===== src/rtl/lap_tracker_pkg.sv =====
// Shared definitions for the lap tracker: game state codes, phase encoding,
// track zone index type and the quadrant classification function.
package lap_tracker_pkg;

  // Game FSM state codes as seen on the state input
  localparam logic [2:0] ST_MENU = 3'd0;
  localparam logic [2:0] ST_RACE = 3'd4;

  // Tracker phase encoding, also driven onto the phase output
  localparam logic [1:0] PH_IDLE     = 2'd0;
  localparam logic [1:0] PH_RACING   = 2'd1;
  localparam logic [1:0] PH_FINISHED = 2'd2;

  // Track quadrant index; forward driving goes 0 -> 1 -> 2 -> 3 -> 0
  typedef logic [1:0] zone_t;

  localparam zone_t Z0 = 2'd0;
  localparam zone_t Z1 = 2'd1;
  localparam zone_t Z2 = 2'd2;
  localparam zone_t Z3 = 2'd3;

  // Classify a position into one of the four quadrants around (mid_x, mid_y)
  function automatic zone_t zone_of(input logic [9:0] x, input logic [9:0] y,
                                    input logic [9:0] mid_x, input logic [9:0] mid_y);
    zone_t z;
    if (x < mid_x) z = (y >= mid_y) ? Z0 : Z1;
    else           z = (y <  mid_y) ? Z2 : Z3;
    return z;
  endfunction

endpackage


===== src/rtl/lap_tracker_tick_gen.sv =====
// 60 Hz game tick divider. The tick is high for one clock whenever the
// counter sits at zero, so the first tick lands right after reset releases.
module game_tick_gen #(
  parameter int CLK_FREQ = 100_000_000
) (
  input  logic clk,
  input  logic rst,
  output logic game_tick
);

  localparam int PERIOD = CLK_FREQ / 60 + 1;
  localparam int CW     = (PERIOD > 1) ? $clog2(PERIOD) : 1;

  logic [CW-1:0] count;

  // Free-running divider counting 0 .. PERIOD-1
  always_ff @(posedge clk) begin
    if (!rst) begin
      count <= '0;
    end else if (count == CW'(PERIOD - 1)) begin
      count <= '0;
    end else begin
      count <= count + CW'(1);
    end
  end

  assign game_tick = (count == '0);

endmodule


===== src/rtl/lap_tracker.sv =====
// Per-car lap tracker: classifies the car position into quadrants on every
// game tick, debounces zone changes, enforces clockwise progress, counts and
// times laps and reports wrong-way driving and race completion.
module lap_tracker
  import lap_tracker_pkg::*;
#(
  parameter int CLK_FREQ      = 100_000_000,
  parameter int MAP_W         = 320,
  parameter int MAP_H         = 240,
  parameter int LAPS          = 3,
  parameter int CONFIRM_TICKS = 2
) (
  input  logic        clk,
  input  logic        rst,
  input  logic [2:0]  state,
  input  logic [9:0]  pos_x,
  input  logic [9:0]  pos_y,
  output logic [2:0]  lap_cnt,
  output logic        lap_done,
  output logic        finished,
  output logic        wrong_way,
  output logic [15:0] lap_time,
  output logic [15:0] last_lap,
  output logic [15:0] best_lap,
  output logic [1:0]  phase
);

  localparam logic [9:0] MID_X = 10'(MAP_W / 2);
  localparam logic [9:0] MID_Y = 10'(MAP_H / 2);

  // Checkpoint counter limits; the upper clamp only matters for races that
  // start outside Z0, where the counter could otherwise wrap negative.
  localparam logic signed [3:0] CP_MIN = 4'sb1000;
  localparam logic signed [3:0] CP_MAX = 4'sb0111;
  localparam logic signed [3:0] CP_LAP = 4'sd3;

  logic              game_tick;
  zone_t             cur_zone;
  zone_t             cand_zone;
  logic [2:0]        cand_cnt;
  logic signed [3:0] cp_cnt;

  zone_t             zone_now;
  zone_t             fwd_zone;
  zone_t             rev_zone;
  logic [15:0]       lap_time_inc;
  logic [2:0]        cand_cnt_next;
  logic              confirm;
  logic              is_fwd;
  logic              is_rev;
  logic              lap_hit;
  logic [2:0]        lap_cnt_inc;

  game_tick_gen #(
    .CLK_FREQ (CLK_FREQ)
  ) u_tick (
    .clk       (clk),
    .rst       (rst),
    .game_tick (game_tick)
  );

  // Zone classification and the candidate/commit decision for this tick
  always_comb begin
    zone_now      = zone_of(pos_x, pos_y, MID_X, MID_Y);
    fwd_zone      = cur_zone + 2'd1;
    rev_zone      = cur_zone - 2'd1;
    lap_time_inc  = (lap_time == 16'hFFFF) ? lap_time : lap_time + 16'd1;
    cand_cnt_next = (zone_now == cand_zone) ? cand_cnt + 3'd1 : 3'd1;
    confirm       = (zone_now != cur_zone) && (cand_cnt_next == 3'(CONFIRM_TICKS));
    is_fwd        = (zone_now == fwd_zone);
    is_rev        = (zone_now == rev_zone);
    lap_hit       = confirm && is_fwd && (zone_now == Z0) && (cp_cnt == CP_LAP);
    lap_cnt_inc   = lap_cnt + 3'd1;
  end

  // Phase sequencing, zone debouncing, lap counting and lap timing
  always_ff @(posedge clk) begin
    if (!rst) begin
      phase     <= PH_IDLE;
      lap_cnt   <= '0;
      lap_done  <= 1'b0;
      finished  <= 1'b0;
      wrong_way <= 1'b0;
      lap_time  <= '0;
      last_lap  <= '0;
      best_lap  <= 16'hFFFF;
      cur_zone  <= Z0;
      cand_zone <= Z0;
      cand_cnt  <= '0;
      cp_cnt    <= '0;
    end else begin
      lap_done <= 1'b0;
      if (game_tick) begin
        if (state == ST_MENU) begin
          phase    <= PH_IDLE;
          cand_cnt <= '0;
        end else begin
          case (phase)
            PH_IDLE: begin
              if (state == ST_RACE) begin
                phase     <= PH_RACING;
                cur_zone  <= zone_now;
                lap_cnt   <= '0;
                lap_time  <= '0;
                cp_cnt    <= '0;
                cand_cnt  <= '0;
                wrong_way <= 1'b0;
                finished  <= 1'b0;
              end
            end
            PH_RACING: begin
              if (state == ST_RACE) begin
                lap_time <= lap_time_inc;
                if (zone_now == cur_zone) begin
                  cand_cnt <= '0;
                end else if (!confirm) begin
                  cand_zone <= zone_now;
                  cand_cnt  <= cand_cnt_next;
                end else begin
                  cand_zone <= zone_now;
                  cand_cnt  <= '0;
                  if (is_fwd) begin
                    cur_zone  <= zone_now;
                    wrong_way <= 1'b0;
                    if (lap_hit) begin
                      lap_cnt  <= lap_cnt_inc;
                      last_lap <= lap_time_inc;
                      if (lap_time_inc < best_lap) best_lap <= lap_time_inc;
                      lap_time <= '0;
                      cp_cnt   <= '0;
                      lap_done <= 1'b1;
                      if (lap_cnt_inc == 3'(LAPS)) begin
                        phase    <= PH_FINISHED;
                        finished <= 1'b1;
                      end
                    end else if (cp_cnt != CP_MAX) begin
                      cp_cnt <= cp_cnt + 4'sd1;
                    end
                  end else if (is_rev) begin
                    cur_zone  <= zone_now;
                    wrong_way <= 1'b1;
                    if (cp_cnt != CP_MIN) cp_cnt <= cp_cnt - 4'sd1;
                  end
                end
              end else begin
                cand_cnt <= '0;
              end
            end
            default: begin
            end
          endcase
        end
      end
    end
  end

endmodule


===== config.mk =====
export PLATFORM = sky130hd
export DESIGN_NAME = lap_tracker
export DESIGN_NICKNAME = d
export VERILOG_FILES = /design/src/rtl/lap_tracker_pkg.sv /design/src/rtl/lap_tracker_tick_gen.sv /design/src/rtl/lap_tracker.sv
export SDC_FILE = /design/constraint.sdc
export NUM_CORES = 1
export LEC_CHECK = 0
export ABC_AREA = 1
export BUFFER_PORTS_ARGS = -buffer_cell sky130_fd_sc_hd__buf_2
export CAP_MARGIN = 30
export CELL_PAD_IN_SITES_DETAIL_PLACEMENT = 2
export CELL_PAD_IN_SITES_GLOBAL_PLACEMENT = 2
export CORE_UTILIZATION = 30
export CTS_BUF_LIST = sky130_fd_sc_hd__clkbuf_4 sky130_fd_sc_hd__clkbuf_8
export CTS_CLUSTER_SIZE = 28
export DETAILED_ROUTE_END_ITERATION = 12
export PLACE_DENSITY_LB_ADDON = 0.1
export SLEW_MARGIN = 20
export SYNTH_ARGS = -nofsm -noshare
export SYNTH_HDL_FRONTEND = slang
export SYNTH_SLANG_ARGS = --single-unit

===== constraint.sdc =====
create_clock -name clk -period 3.4 [get_ports clk]
set_input_delay 0.51 -clock clk [delete_from_list [all_inputs] [get_ports clk]]
set_output_delay 0.51 -clock clk [all_outputs]
set_load 0.05 [all_outputs]

# Yosys cells after proc, flatten, opt, wreduce, memory -nomap -nowiden
# Cells that the tools add are included.
[classes] n_reduce_logical=22 addsub=8 order_cmp=4 bitwise=8 eq_ne=31 muxes=65
[ops] op="$mux W16" count=7
[ops] op="$mux W4" count=9
[ops] op="$mux W3" count=11
[ops] op="$pmux W16 S2" count=1
[ops] op="$mux W2" count=15
[ops] op="$ne A3 B3 Y1 const B" count=9
[ops] op="$reduce_and A9 Y1" count=3
[ops] op="$add A21 B1 Y21 const B" count=1
[ops] op="$eq A21 B21 Y1 const B" count=1
[ops] op="$logic_not A21 Y1" count=1
[ops] op="$reduce_and A10 Y1" count=2
[ops] op="$add A16 B1 Y16 const B" count=1
[ops] op="$eq A16 B16 Y1 const B" count=1
[ops] op="$lt A16 B16 Y1" count=1
[ops] op="$reduce_and A8 Y1" count=2
[ops] op="$mux W1" count=15
[ops] op="$ne A2 B2 Y1 const B" count=7
[ops] op="$ne A4 B4 Y1 const B" count=3
[ops] op="$pmux W3 S2" count=2
[ops] op="$ge A10 B7 Y1 const B" count=1
[ops] op="$lt A10 B7 Y1 const B" count=1
[ops] op="$lt A10 B8 Y1 const B" count=1
[ops] op="$reduce_and A5 Y1" count=2
[ops] op="$eq A2 B2 Y1" count=4
[ops] op="22 further kinds" count=37
[word_totals] wordCells=151 output_inout_bits=56 ff_bits=88

# Depth between registers and ports, before layout
# Gate-level depths: netlist of the first run.
[depth] ltp_word=17 ltp_mapped=21 ltp_nobuf=20

# By module
# From an unflattened synthesis of the first run, not the netlist that was laid out.
[hier_totals] hier_cells=738 area_unflattened_um2=5092.4
[modules_own_cells] module="lap_tracker" area_each_um2=3915.0 instances=1 seq_area_each_um2=1341.3 cells_each=564
[modules_own_cells] module="game_tick_gen" area_each_um2=1177.4 instances=1 seq_area_each_um2=420.4 cells_each=174

# Least setup slack after synthesis of the first run
# OpenSTA, ideal clock, no wires.
[synth_timing] kind="reg-to-reg" startpoint="register lap_time[0]" endpoint="register best_lap[0]" stages_incl_launch_ff=20 t_arrival_ns=3.494 slack_ns=-0.224 t_required_ns=3.270 synth_period_minus_slack_ns=3.624 path_cell_list="dfxtp_1 ha_1 nand3_1 nor3_2 inv_1 nor2_1 nand4_1 nand2_1 xor2_1 inv_1 ha_1 a21oi_1 nor2_1 a211oi_1 o221ai_1 nor2_8 nand2_4 buf_6 nand2_1 nand3_1"
[synth_between] elab_chain_cells=4
[synth_rtl] element="start: declaration" line="lap_tracker.sv:22" source="output logic [15:0] lap_time,"
[synth_rtl] element="start signal: assignment" line="lap_tracker.sv:113" source="lap_time <= lap_time_inc;"
[synth_rtl] element="$add A16 B1 Y16 or $eq A16 B16 Y1 (tied branches)" line="lap_tracker.sv:67" source="lap_time_inc = (lap_time == 16'hFFFF) ? lap_time : lap_time + 16'd1;"
[synth_rtl] element="$mux W16 *" line="lap_tracker.sv:67"
[synth_rtl] element="via lap_time_inc[9]" line="lap_tracker.sv:46" source="logic [15:0] lap_time_inc;"
[synth_rtl] element="$lt A16 B16 Y1 *" line="lap_tracker.sv:128" source="if (lap_time_inc < best_lap) best_lap <= lap_time_inc;"
[synth_rtl] element="$reduce_and A9 Y1 (no line) *"
[synth_rtl] element="end signal: assignment" line="lap_tracker.sv:128"
[synth_rtl] element="end: declaration" line="lap_tracker.sv:24" source="output logic [15:0] best_lap,"
# The timed path passes the listed nets; every way through them passes the cells marked *.
# A chain may end at the register's enable or synchronous reset.

# Worst setup path after layout of the first run
[layout_timing] startpoint="register lap_time[1]" endpoint="register best_lap[8]"
# The elaborated chain is that of the path after synthesis.

==> results of run 1 <==
## worst register-to-register path, stage by stage (launching register included)
cell,delay [ns]
sky130_fd_sc_hd__dfxtp_4,0.38
sky130_fd_sc_hd__ha_4,0.14
sky130_fd_sc_hd__nand3_2,0.10
sky130_fd_sc_hd__nor3_4,0.22
sky130_fd_sc_hd__inv_2,0.09
sky130_fd_sc_hd__nor2_4,0.12
sky130_fd_sc_hd__nand4_1,0.16
sky130_fd_sc_hd__buf_4,0.19
sky130_fd_sc_hd__nand4_1,0.11
sky130_fd_sc_hd__xnor2_2,0.10
sky130_fd_sc_hd__ha_1,0.32
sky130_fd_sc_hd__buf_4,0.15
sky130_fd_sc_hd__a211oi_4,0.28
sky130_fd_sc_hd__o221ai_4,0.19
sky130_fd_sc_hd__nor2_8,0.24
sky130_fd_sc_hd__clkbuf_16,0.20
sky130_fd_sc_hd__nand3_1,0.07
sky130_fd_sc_hd__nand3_1,0.08
## sequential cells by signal (all words and copies together), names as in the netlist
signal	cells
best_lap	16
cand_cnt	3
cand_zone	2
cp_cnt	4
cur_zone	2
finished	1
lap_cnt	3
lap_done	1
lap_time	16
last_lap	16
phase	2
u_tick.count	21
wrong_way	1
## cells in the final DEF, fill, tap and decap left out, types with 6 or more instances in the layout
| cell | n |
|---|---|
| sky130_fd_sc_hd__dfxtp_1 | 80 |
| sky130_fd_sc_hd__buf_2 | 72 |
| sky130_fd_sc_hd__xor2_1 | 16 |
| sky130_fd_sc_hd__nand3_1 | 61 |
| sky130_fd_sc_hd__inv_1 | 89 |
| sky130_fd_sc_hd__nand2_1 | 136 |
| sky130_fd_sc_hd__inv_2 | 8 |
| sky130_fd_sc_hd__nor3_1 | 21 |
| sky130_fd_sc_hd__dfxtp_2 | 6 |
| sky130_fd_sc_hd__a21oi_1 | 49 |
| sky130_fd_sc_hd__nand2_2 | 7 |
| sky130_fd_sc_hd__buf_4 | 29 |
| sky130_fd_sc_hd__nor2_1 | 82 |
| sky130_fd_sc_hd__nand4_1 | 16 |
| sky130_fd_sc_hd__o21ai_0 | 25 |
| sky130_fd_sc_hd__clkbuf_8 | 11 |
| sky130_fd_sc_hd__ha_1 | 23 |
## power breakdown
part,leakage (nW),internal (W),switching (W)
combinational,2.12,0.0000580,0.000132
clock,0.110,0.000395,0.000396
sequential,0.715,0.00104,0.0000125
total,2.95,0.00149,0.000540
## metrics by stage
stage / worst slack, ns / total power, W
6_report: 0.2132 / 0.002033
5_1_grt: -0.001782 / 0.002132
4_1_cts: 0.02748 / 0.002075
3_5_place_dp: 0.007634 / 0.001270
3_3_place_gp: 0.1359 / 0.001259
2_1_floorplan: 0.005875 / 0.001207
## worst paths after layout
path | from | to
min | u_tick.count[0] | u_tick.count[0]
min reg2reg | u_tick.count[0] | u_tick.count[0]
max | lap_time[1] | best_lap[8]
max reg2reg | lap_time[1] | best_lap[8]
## kinds of logic after synthesis
logic type	Yosys count
xor+xnor	23
flops	88
buf+inv	116
simple gates	366
fa+ha+maj	25
compound gates	89
## repair_timing
item | 4_1_cts | 5_1_grt
setup endpoints to repair | 16 | 16
hold buffers | 0 | 0
cloned | 0 | 2
setup buffers | 0 | 6
pin swaps | 0 | 10
gates resized for setup | 1 | 24
## layout make-up
cell class	instances	area, um^2	area share, %
Clock buffer	13	166.4	2.686
Tap cell	216	270.3	4.363
Multi-Input combinational cell	504	2940	47.47
Sequential cell	88	1777	28.68
Inverter	100	377.9	6.100
Timing Repair Buffer	103	623.1	10.06
Clock inverter	3	40.04	0.6463
## metal layers
layer	track usage [%]	share of wire [%]	wire, um	up-vias
li1	-	-	-	2489
met1	25.38	47	8114	2489
met2	36.50	49	8452	64
met3	3.048	2.1	369	16
met4	5.943	1.4	232	0
met5	0	0	0	-
==> PnR_summary.wiki, run 1 <==
{| class="wikitable"
! Metric !! Value
|-
| Fraction of the mapped netlist area in simple logic gates || 36.06%
|-
| # Max-Cap Violations || 0
|-
| Critical path data required time || 3.73 ns
|-
| Critical path's top delay family || simple AND/OR/NAND/NOR gates
|-
| Cell area after placement || 5772 um^2
|-
| Post-Synth XOR/XNOR Area || 4.015%
|-
| Post-synthesis cell type count || 41
|-
| Count of input and output buffers || 72
|-
| TritonCTS Buffers || 9
|-
| EDFF count, synth || 0
|-
| Count of final max-slew check failures || 0
|-
| Main flop type after synthesis || sky130_fd_sc_hd__dfxtp_1
|-
| Pin count of the biggest net entering global routing || 44
|-
| Fraction of registers with async set or reset after synthesis || 0%
|-
| Clock transition at the register clock pins on the worst setup and hold paths after CTS || 0.09 ns
|-
| Critical path startpoint category || flop
|-
| Count of endpoints failing hold in the final timing report || 0
|-
| Cell taking the most area after synthesis || sky130_fd_sc_hd__dfxtp_1
|-
| Initial standard-cell utilization of the core || 31.13%
|-
| Top post-synthesis cells by area || sky130_fd_sc_hd__dfxtp_1, sky130_fd_sc_hd__nand2_1, sky130_fd_sc_hd__inv_1
|-
| Power per cell area || 328.1 nW/um^2
|-
| Crit path buffers/inverters || 4
|-
| Worst path cell trace || ha_4 -> nand3_2 -> nor3_4 -> inv_2 -> nor2_4 -> nand4_1 -> buf_4 -> nand4_1 -> xnor2_2 -> ha_1 -> buf_4 -> a211oi_4 -> o221ai_4 -> nor2_8 -> clkbuf_16 -> nand3_1 -> nand3_1
|-
| Clock root buffer master || sky130_fd_sc_hd__clkbuf_8
|-
| Total number of cells along the worst setup path || 17
|-
| Antenna viol nets, final || 0
|-
| Post-DP HPWL || 12.89 mm
|-
| Filler Cell Count || 1943
|-
| Longest Clk Path Bufs || 2
|-
| Worst slew margin relative to its limit || 57.87%
|-
| Largest family of logic cells by synthesized area || simple AND/OR/NAND/NOR gates
|-
| Maximum single-stage delay on the critical path || 0.38 ns
|-
| Slew @ Worst Pin || 0.6313 ns
|-
| Final sum of negative setup slack || 0 ns
|-
| CTS Sinks || 88
|-
| Number of cells in the finished layout apart from fillers || 1027
|-
| Reg-to-reg slack, setup || 0.21 ns
|-
| 1st-pass router iterations || 4
|-
| DR WL/cell || 16.72 um
|-
| Overflow left after global routing || 0
|-
| Netlist Area Pre-Place || 5017 um^2
|-
| Area share of the largest cell type after synthesis || 35.11%
|-
| Total DRC errors in the routed layout || 0
|-
| Number of core rows || 46
|-
| DR iter-0 viols || 142
|-
| Count of cells along the worst hold path || 1
|-
| Clock network latency to the later pin of the worst-skew pair || 0.38 ns
|-
| Wire length of the first global-routing pass || 28.28 mm
|-
| Core Area || 16120 um^2
|-
| Register-to-Register Path Depth || 17
|-
| Flip-flop and latch count after synthesis || 88
|-
| Worst-case hold slack || 0.4743 ns
|-
| Final routed wirelength across all metal layers || 17.17 mm
|-
| Final period demand of the worst path || 3.187 ns
|-
| Largest driver fanout on the critical path || 8
|-
| Number of setup violations in the final report || 0
|-
| Floorplan die height || 131.3 um
|-
| Count of synthesis-stage warnings from yosys || 0
|-
| Share of synthesized cell area in full adder, half adder and majority cells || 6.234%
|-
| Number of levels the H-tree was split into || 3
|-
| Worst Clk Skew || 0.01348 ns
|-
| Type of element capturing the critical path || flop
|-
| Sequential share of the synthesized area || 35.11%
|-
| Layout Cell Area excl Fill || 6195 um^2
|-
| Mean instance size in the synthesized netlist || 7.097 um^2
|-
| Share of post-route cells with drive strength above 1 || 22.93%
|-
| VDD IR max || 0.2226 mV
|-
| Vias in the first global route || 5559
|-
| Final net count || 856
|-
| Worst setup path class || reg2reg
|-
| Placed cells || 1003
|-
| All-Layer GR Usage || 20.49%
|-
| Cell type of the slowest stage on the worst timing path || sky130_fd_sc_hd__dfxtp_4
|-
| Crit path DAT || 3.51 ns
|-
| Type of the worst min-delay path || reg2reg
|-
| Synth Net Count || 757
|-
| Run status || completed
|-
| Average via count per standard cell || 4.925
|-
| IO Count || 81
|-
| Commonest cells post-synth || sky130_fd_sc_hd__nand2_1, sky130_fd_sc_hd__inv_1, sky130_fd_sc_hd__dfxtp_1, sky130_fd_sc_hd__nor2_1, sky130_fd_sc_hd__nand3_1
|-
| Synthesized-area fraction occupied by ao, oa, aoi and oai cells || 9.476%
|-
| Full die area || 17240 um^2
|-
| Gate count after technology mapping || 707
|-
| Clock tree from TritonCTS || yes
|-
| Via count || 5058
|-
| Number of antenna violations at the first check in global routing || 0
|-
| Crit share post-route || 93.73%
|-
| Dominant cell by count in the synthesized netlist || sky130_fd_sc_hd__nand2_1
|-
| Mux contribution to synthesized area || 0%
|-
| Diodes inserted || 0
|-
| FMAX || 313.8 MHz
|-
| Weighted congestion at the end of routability-driven global placement || 0.7798
|-
| Area added between synthesis and finish || 23.47%
|-
| Final core occ || 38.44%
|-
| Width of the chip || 131.3 um
|-
| Cell leakage power || 2.947 nW
|}
Power figures use the tool's default switching activity.
==> run 2, diff against run 1 <==
- ABC_AREA: 1 -> default
- CORE_UTILIZATION: 30 -> 31
==> PnR_summary.wiki, run 2 <==
{| class="wikitable"
! Metric !! Value
|-
| Placed cells || 946 (was 1003)
|-
| # Max-Cap Violations || 0 (unchanged)
|-
| Top post-synthesis cells by area || sky130_fd_sc_hd__dfxtp_1, sky130_fd_sc_hd__ha_1, sky130_fd_sc_hd__nand2_1 (was sky130_fd_sc_hd__dfxtp_1, sky130_fd_sc_hd__nand2_1, sky130_fd_sc_hd__inv_1)
|-
| Weighted congestion at the end of routability-driven global placement || 0.8289 (was 0.7798)
|-
| Crit path DAT || 3.75 ns (was 3.51 ns)
|-
| Floorplan die height || 130.2 um (was 131.3 um)
|-
| Wire length of the first global-routing pass || 30.93 mm (was 28.28 mm)
|-
| Clock transition at the register clock pins on the worst setup and hold paths after CTS || 0.10 ns (was 0.09 ns)
|-
| Count of input and output buffers || 72 (unchanged)
|-
| Final routed wirelength across all metal layers || 20.11 mm (was 17.17 mm)
|-
| Startpoint of the tightest hold check path || last_lap[1] (was u_tick.count[0])
|-
| Netlist Area Pre-Place || 5099 um^2 (was 5017 um^2)
|-
| Number of levels the H-tree was split into || 3 (unchanged)
|-
| Register with the most flip-flops || u_tick.count (unchanged)
|-
| Vias in the first global route || 5663 (was 5559)
|-
| Crit share post-route || 102.6% (was 93.73%)
|-
| Post-DP HPWL || 14.77 mm (was 12.89 mm)
|-
| TritonCTS Buffers || 9 (unchanged)
|-
| Gate count after technology mapping || 625 (was 707)
|-
| Main flop type after synthesis || sky130_fd_sc_hd__dfxtp_1 (unchanged)
|-
| Number of core rows || 46 (unchanged)
|-
| Startpoint of the lowest-slack register-to-register path || lap_time[7] (was lap_time[1])
|-
| Worst-case hold slack || 0.4605 ns (was 0.4743 ns)
|-
| Count of final max-slew check failures || 0 (unchanged)
|-
| Cell taking the most area after synthesis || sky130_fd_sc_hd__dfxtp_1 (unchanged)
|-
| Longest Clk Path Bufs || 2 (unchanged)
|-
| Leading cell types in the layout, fill and taps excluded || sky130_fd_sc_hd__dfxtp_1, sky130_fd_sc_hd__buf_2, sky130_fd_sc_hd__nand2_1, sky130_fd_sc_hd__buf_4, sky130_fd_sc_hd__nor2_1 (was sky130_fd_sc_hd__nand2_1, sky130_fd_sc_hd__inv_1, sky130_fd_sc_hd__nor2_1, sky130_fd_sc_hd__dfxtp_1, sky130_fd_sc_hd__buf_2)
|-
| Layout Cell Area excl Fill || 6633 um^2 (was 6195 um^2)
|-
| All-Layer GR Usage || 24.08% (was 20.49%)
|-
| Slew @ Worst Pin || 0.7010 ns (was 0.6313 ns)
|-
| Cell leakage power || 2.888 nW (was 2.947 nW)
|-
| Count of endpoints failing hold in the final timing report || 0 (unchanged)
|-
| Critical path data required time || 3.66 ns (was 3.73 ns)
|-
| Number of antenna violations at the first check in global routing || 0 (unchanged)
|-
| 1st-pass router iterations || 4 (unchanged)
|-
| CTS Sinks || 88 (unchanged)
|-
| Overflow left after global routing || 0 (unchanged)
|-
| Dominant cell by count in the synthesized netlist || sky130_fd_sc_hd__dfxtp_1 (was sky130_fd_sc_hd__nand2_1)
|-
| Mean instance size in the synthesized netlist || 8.158 um^2 (was 7.097 um^2)
|-
| Number of setup violations in the final report || 15 (was 0)
|-
| Commonest cells post-synth || sky130_fd_sc_hd__dfxtp_1, sky130_fd_sc_hd__nand2_1, sky130_fd_sc_hd__nor2_1, sky130_fd_sc_hd__a21oi_1, sky130_fd_sc_hd__nand3_1 (was sky130_fd_sc_hd__nand2_1, sky130_fd_sc_hd__inv_1, sky130_fd_sc_hd__dfxtp_1, sky130_fd_sc_hd__nor2_1, sky130_fd_sc_hd__nand3_1)
|-
| Sequential share of the synthesized area || 34.55% (was 35.11%)
|-
| Share of post-route cells with drive strength above 1 || 28.97% (was 22.93%)
|-
| Clock root buffer master || sky130_fd_sc_hd__clkbuf_8 (unchanged)
|-
| VDD IR max || 0.1780 mV (was 0.2226 mV)
|-
| Setup repair after global routing missed its margin || true
|-
| Power per cell area || 296.4 nW/um^2 (was 328.1 nW/um^2)
|-
| Initial standard-cell utilization of the core || 31.98% (was 31.13%)
|-
| Number of cells in the finished layout apart from fillers || 972 (was 1027)
|-
| Via count || 5287 (was 5058)
|-
| Largest register FFs || 21 (unchanged)
|-
| Total DRC errors in the routed layout || 0 (unchanged)
|-
| Count of synthesis-stage warnings from yosys || 0 (unchanged)
|-
| Clock tree from TritonCTS || yes (unchanged)
|-
| Worst setup path class || reg2reg (unchanged)
|-
| FMAX || 286.6 MHz (was 313.8 MHz)
|-
| Full die area || 16960 um^2 (was 17240 um^2)
|-
| Synth Net Count || 675 (was 757)
|-
| Failing checks || negative setup slack
|-
| Flip-flop and latch count after synthesis || 88 (unchanged)
|-
| Worst slew margin relative to its limit || 53.15% (was 57.87%)
|-
| Run status || finished, violations left (was completed)
|-
| DR iter-0 viols || 300 (was 142)
|-
| IO Count || 81 (unchanged)
|-
| Worst Clk Skew || 0.01120 ns (was 0.01348 ns)
|-
| Critical path startpoint || lap_time[7] (was lap_time[1])
|-
| Critical path startpoint category || flop (unchanged)
|-
| Antenna viol nets, final || 0 (unchanged)
|-
| Post-synthesis cell type count || 64 (was 41)
|-
| Area added between synthesis and finish || 30.09% (was 23.47%)
|-
| Pin count of the biggest net entering global routing || 40 (was 44)
|-
| Type of element capturing the critical path || flop (unchanged)
|-
| Final period demand of the worst path || 3.489 ns (was 3.187 ns)
|-
| Largest driver fanout on the critical path || 8 (unchanged)
|-
| Final net count || 801 (was 856)
|-
| Crit path setup slack, layout || -0.08944 ns (was 0.2132 ns)
|-
| Fraction of registers with async set or reset after synthesis || 0% (unchanged)
|-
| DR WL/cell || 20.69 um (was 16.72 um)
|-
| EDFF count, synth || 0 (unchanged)
|-
| Clock network latency to the later pin of the worst-skew pair || 0.39 ns (was 0.38 ns)
|-
| Diodes inserted || 0 (unchanged)
|-
| Core Area || 15940 um^2 (was 16120 um^2)
|-
| Area share of the largest cell type after synthesis || 34.55% (was 35.11%)
|-
| Average via count per standard cell || 5.439 (was 4.925)
|-
| Width of the chip || 130.2 um (was 131.3 um)
|-
| Type of the worst min-delay path || reg2reg (unchanged)
|-
| Cell area after placement || 6190 um^2 (was 5772 um^2)
|}
==> run 2: cell families (layout without fill, tap and decap cells) <==
family,count (synthesis),in the layout,synth area share (%)
AOI/OAI and AO/OA,134,134,18.58
xor gates and xnor gates,31,31,5.325
adders and majority gates,25,25,6.135
buffers and inverters,60,191,5.153
DFF,88,88,34.55
muxes,11,11,2.258
and+or+nand+nor,276,276,28.00
==> run 2: timing repair <==
action,4_1_cts,5_1_grt
pin swaps,0,11
endpoints found under the setup margin,7,16
buffers inserted,0,9
cloned,0,1
hold buffers,0,0
resized for setup,5,18
==> run 2: final timing paths <==
kind,end,slack (ns),cells after the start
setup / recovery,best_lap[0],-0.09,13
hold / removal,last_lap[1],0.46,2
setup reg to reg,best_lap[0],-0.09,13
hold reg to reg,last_lap[1],0.46,2
==> run 2: where the power goes <==
part	total, W	internal (W)	switching (W)	leakage (nW)
Clock	0.000797	0.000364	0.000433	0.107
Combinational	0.000135	0.0000412	0.0000936	2.06
Sequential	0.00103	0.00103	0.00000696	0.722
==> run 2: cell type report <==
type / count / area, um^2
fill: 1837 / 9310
multi-input combinational: 477 / 3274
inverter: 29 / 108.9
clock buffer: 10 / 137.6
timing repair buffer: 146 / 965.9
sequential: 88 / 1809
clock inverter: 6 / 66.31
tap: 216 / 270.3
==> run 2: stage by stage <==
step | total power (W) | setup WS (ns) | TNS [ns] | utilization, %
3_3_place_gp | 0.001185 | -0.01535 | -0.01535 | 38.78
2_1_floorplan | 0.001142 | -0.04521 | -0.4045 | -
3_5_place_dp | 0.001192 | -0.09196 | -0.09740 | 38.82
5_1_grt | 0.002051 | -0.2283 | -2.352 | 41.60
6_report | 0.001966 | -0.08944 | -0.6427 | 41.60
4_1_cts | 0.001999 | 0.002008 | 0 | 40.28
==> run 2: worst max-delay path, stage by stage (launching register included) <==
cell and delay, ns:
sky130_fd_sc_hd__dfxtp_4 0.36, sky130_fd_sc_hd__nand4_1 0.11, sky130_fd_sc_hd__buf_6 0.17, sky130_fd_sc_hd__nor4_4 0.41, sky130_fd_sc_hd__or3_4 0.24, sky130_fd_sc_hd__xnor2_4 0.14
sky130_fd_sc_hd__ha_4 0.23, sky130_fd_sc_hd__a21o_1 0.16, sky130_fd_sc_hd__a21o_1 0.18, sky130_fd_sc_hd__a221o_1 0.35, sky130_fd_sc_hd__a2111o_1 0.49, sky130_fd_sc_hd__clkbuf_16 0.23
sky130_fd_sc_hd__o31ai_4 0.18, sky130_fd_sc_hd__nand3_1 0.10
==> run 2: metal layers <==
metal / part of all wire, % / vias to the layer above / wire (um) / GRT usage (%)
met5: 0 / - / 0 / 0
met4: 1.2 / 0 / 234 / 5.062
met3: 3.2 / 16 / 636 / 4.428
met2: 48 / 82 / 9672 / 40.74
met1: 48 / 2665 / 9568 / 31.79
li1: - / 2524 / - / -
==> run 3, diff against run 2 <==
- CORE_UTILIZATION: 31 -> 35
- REMOVE_ABC_BUFFERS: default -> 1
- clock period: 3.4 -> 3.65 ns (I/O delays scaled with it)
==> PnR_summary.wiki, run 3 (synthesis results as in run 2) <==
{| class="wikitable"
! Metric !! Value
|-
| Critical path startpoint category || flop (unchanged)
|-
| Count of cells along the worst hold path || 2 (unchanged)
|-
| Critical path data required time || 3.90 ns (was 3.66 ns)
|-
| Setup repair after global routing missed its margin || true (unchanged)
|-
| IO Count || 81 (unchanged)
|-
| Core Area || 14040 um^2 (was 15940 um^2)
|-
| Reg-to-reg slack, setup || 0.1 ns (was -0.09 ns)
|-
| Antenna viol nets, final || 0 (unchanged)
|-
| Startpoint of the lowest-slack register-to-register path || lap_time[0] (was lap_time[7])
|-
| Clock transition at the register clock pins on the worst setup and hold paths after CTS || 0.09 ns (was 0.10 ns)
|-
| 1st-pass router iterations || 4 (unchanged)
|-
| Type of element capturing the critical path || flop (unchanged)
|-
| Area added between synthesis and finish || 21.79% (was 30.09%)
|-
| Largest register FFs || 21 (unchanged)
|-
| VDD IR max || 0.1508 mV (was 0.1780 mV)
|-
| Crit path DAT || 3.80 ns (was 3.75 ns)
|-
| Longest Clk Path Bufs || 2 (unchanged)
|-
| Pin count of the biggest net entering global routing || 34 (was 40)
|-
| Count of final max-slew check failures || 0 (unchanged)
|-
| Final sum of negative setup slack || 0 ns (was -0.6427 ns)
|-
| Largest driver fanout on the critical path || 15 (was 8)
|-
| Sequential share of power || 54.9% (was 52.6%)
|-
| Sw Ratio || 27.06% (was 27.13%)
|-
| Type of the worst min-delay path || reg2reg (unchanged)
|-
| Clock tree from TritonCTS || yes (unchanged)
|-
| Post-cts hold buffer count || 0 (unchanged)
|-
| Final period demand of the worst path || 3.551 ns (was 3.489 ns)
|-
| Register-to-Register Path Depth || 14 (was 13)
|-
| Overflow left after global routing || 0 (unchanged)
|-
| Run status || completed (was finished, violations left)
|-
| Share of post-route cells with drive strength above 1 || 23.60% (was 28.97%)
|-
| Final routed wirelength across all metal layers || 18.50 mm (was 20.11 mm)
|-
| Worst slew margin relative to its limit || 50.28% (was 53.15%)
|-
| Worst path cell trace || ha_1 -> nand3_2 -> nor4_4 -> buf_4 -> or4_1 -> xnor2_2 -> ha_1 -> a21o_1 -> a21o_1 -> a211o_1 -> o211a_1 -> buf_4 -> nor4_2 -> o21ai_0 (was nand4_1 -> buf_6 -> nor4_4 -> or3_4 -> xnor2_4 -> ha_4 -> a21o_1 -> a21o_1 -> a221o_1 -> a2111o_1 -> clkbuf_16 -> o31ai_4 -> nand3_1)
|-
| Register Area || 1762 um^2 (was 1809 um^2)
|-
| Initial standard-cell utilization of the core || 36.31% (was 31.98%)
|-
| Hold path endpoint || last_lap[13] (was last_lap[1])
|-
| Vias in the first global route || 5593 (was 5663)
|-
| Clock network power share || 38.3% (was 40.5%)
|-
| Worst setup path class || reg2reg (unchanged)
|-
| Wire length of the first global-routing pass || 29.11 mm (was 30.93 mm)
|-
| Power per cell area || 285.8 nW/um^2 (was 296.4 nW/um^2)
|-
| Floorplan die height || 122.7 um (was 130.2 um)
|-
| Startpoint of the tightest hold check path || last_lap[13] (was last_lap[1])
|-
| End of the worst register-to-register path || best_lap[7] (was best_lap[0])
|-
| Register with the most flip-flops || u_tick.count (unchanged)
|-
| DR WL/cell || 20.26 um (was 20.69 um)
|-
| Worst Clk Skew || 0.01139 ns (was 0.01120 ns)
|-
| Maximum single-stage delay on the critical path || 0.53 ns (was 0.49 ns)
|-
| Number of core rows || 43 (was 46)
|-
| Via count || 5257 (was 5287)
|-
| Diodes inserted || 0 (unchanged)
|-
| Number of setup violations in the final report || 0 (was 15)
|-
| Final net count || 778 (was 801)
|-
| Worst-case hold slack || 0.4593 ns (was 0.4605 ns)
|-
| Leading cell types in the layout, fill and taps excluded || sky130_fd_sc_hd__dfxtp_1, sky130_fd_sc_hd__buf_2, sky130_fd_sc_hd__nand2_1, sky130_fd_sc_hd__nor2_1, sky130_fd_sc_hd__buf_4 (was sky130_fd_sc_hd__dfxtp_1, sky130_fd_sc_hd__buf_2, sky130_fd_sc_hd__nand2_1, sky130_fd_sc_hd__buf_4, sky130_fd_sc_hd__nor2_1)
|-
| Combinational fraction of design power || 6.7% (was 6.9%)
|-
| Leading cell type in the layout, fill and taps excluded || sky130_fd_sc_hd__dfxtp_1
|-
| Number of levels the H-tree was split into || 3 (unchanged)
|-
| Post-DP HPWL || 13.83 mm (was 14.77 mm)
|-
| Cell type of the slowest stage on the worst timing path || sky130_fd_sc_hd__or4_1 (was sky130_fd_sc_hd__a2111o_1)
|-
| Count of endpoints failing hold in the final timing report || 0 (unchanged)
|-
| DR iter-0 viols || 209 (was 300)
|-
| Clock root buffer master || sky130_fd_sc_hd__clkbuf_8 (unchanged)
|-
| CTS Sinks || 88 (unchanged)
|-
| Average via count per standard cell || 5.758 (was 5.439)
|-
| Slew @ Worst Pin || 0.7440 ns (was 0.7010 ns)
|-
| Switching pwr || 0.0004803 W (was 0.0005334 W)
|-
| Clock network latency to the later pin of the worst-skew pair || 0.39 ns (about the same)
|-
| Count of input and output buffers || 72 (unchanged)
|-
| Number of antenna violations at the first check in global routing || 0 (unchanged)
|-
| Weighted congestion at the end of routability-driven global placement || 0.8317 (was 0.8289)
|-
| Filler Cell Count || 1616 (was 1837)
|-
| Crit share post-route || 97.29% (was 102.6%)
|-
| # Max-Cap Violations || 0 (unchanged)
|-
| FMAX || 281.6 MHz (was 286.6 MHz)
|-
| Width of the chip || 122.7 um (was 130.2 um)
|-
| TritonCTS Buffers || 9 (unchanged)
|-
| All-Layer GR Usage || 25.15% (was 24.08%)
|-
| Cell leakage power || 2.749 nW (was 2.888 nW)
|-
| Design internal power || 0.001295 W (was 0.001432 W)
|-
| Full die area || 15050 um^2 (was 16960 um^2)
|-
| Total area of multi-input combinational cells || 3167 um^2 (was 3274 um^2)
|-
| Total DRC errors in the routed layout || 0 (unchanged)
|}
## run 3: cell count changes in the layout (fill, tap and decap cells not counted), moves of 3 or more
cell	previous run	this run
sky130_fd_sc_hd__dfxtp_2	5	0
sky130_fd_sc_hd__nor4_2	6	2
sky130_fd_sc_hd__nor4_1	10	15
sky130_fd_sc_hd__dfxtp_1	72	88
sky130_fd_sc_hd__o21ai_1	6	3
sky130_fd_sc_hd__buf_4	69	49
sky130_fd_sc_hd__dfxtp_4	11	0
## run 3: critical path, delay by kind of cell (launching register included)
family,cells,cell delay [ns]
adders and majority gates,2,0.51
xor gates and xnor gates,1,0.21
buffers and inverters,2,0.40
and+or+nand+nor,4,1.01
DFF,1,0.33
AOI/OAI and AO/OA,5,0.98
## run 3: worst max-delay path by stage
stage	startpoint	endpoint	slack, ns
3_3_place_gp	lap_time[0]	best_lap[13]	0.01
5_1_grt	lap_time[0]	best_lap[7]	-0.06
6_report	lap_time[0]	best_lap[7]	0.1
3_5_place_dp	lap_time[0]	best_lap[13]	-0.08
2_1_floorplan	lap_time[5]	best_lap[0]	-0.36
4_1_cts	lap_time[0]	best_lap[13]	0.001
## run 3: stage by stage
stage / worst slack, ns / instance area, um^2 / power [W] / instances / util (%)
2_1_floorplan: -0.3617 / 4945 / 0.001062 / 594 / -
3_3_place_gp: 0.01266 / 5901 / 0.001109 / 893 / 42.02
3_5_place_dp: -0.07970 / 5912 / 0.001116 / 894 / 42.10
4_1_cts: 0.001309 / 6127 / 0.001802 / 910 / 43.63
5_1_grt: -0.05904 / 6210 / 0.001841 / 913 / 44.22
6_report: 0.09906 / 6210 / 0.001775 / 913 / 44.22
## run 3: cell type report
class	count	area share [%]
multi-input combinational	477	51.00
clock buffer	12	2.559
tap	180	3.627
clock inverter	4	0.4634
timing repair buffer	123	12.23
inverter	29	1.753
sequential	88	28.37
## run 3: what timing repair did
item | in CTS | in global routing
pin swaps | 0 | 8
endpoints found under the setup margin | 10 | 16
buffers inserted | 0 | 3
gates resized for setup | 4 | 10
## run 3: power groups by stage
| stage | clock (W) | sequential [W] | combinational (W) |
|---|---|---|---|
| after detailed placement | 0 | 0.000998 | 0.000118 |
| after global routing | 0.000732 | 0.000977 | 0.000131 |
| after CTS | 0.000707 | 0.000975 | 0.000119 |
| after global placement | 0 | 0.000997 | 0.000112 |
| after floorplan | 0 | 0.00100 | 0.0000625 |
| final | 0.000680 | 0.000975 | 0.000120 |
## run 3: routing by layer
| layer | vias up | track usage [%] | part of all wire [%] |
|---|---|---|---|
| met4 | 0 | 10.98 | 3.4 |
| met1 | 2627 | 28.56 | 42 |
| met2 | 101 | 45.40 | 51 |
| li1 | 2485 | - | - |
| met5 | - | 0 | 0 |
| met3 | 44 | 4.786 | 2.9 |
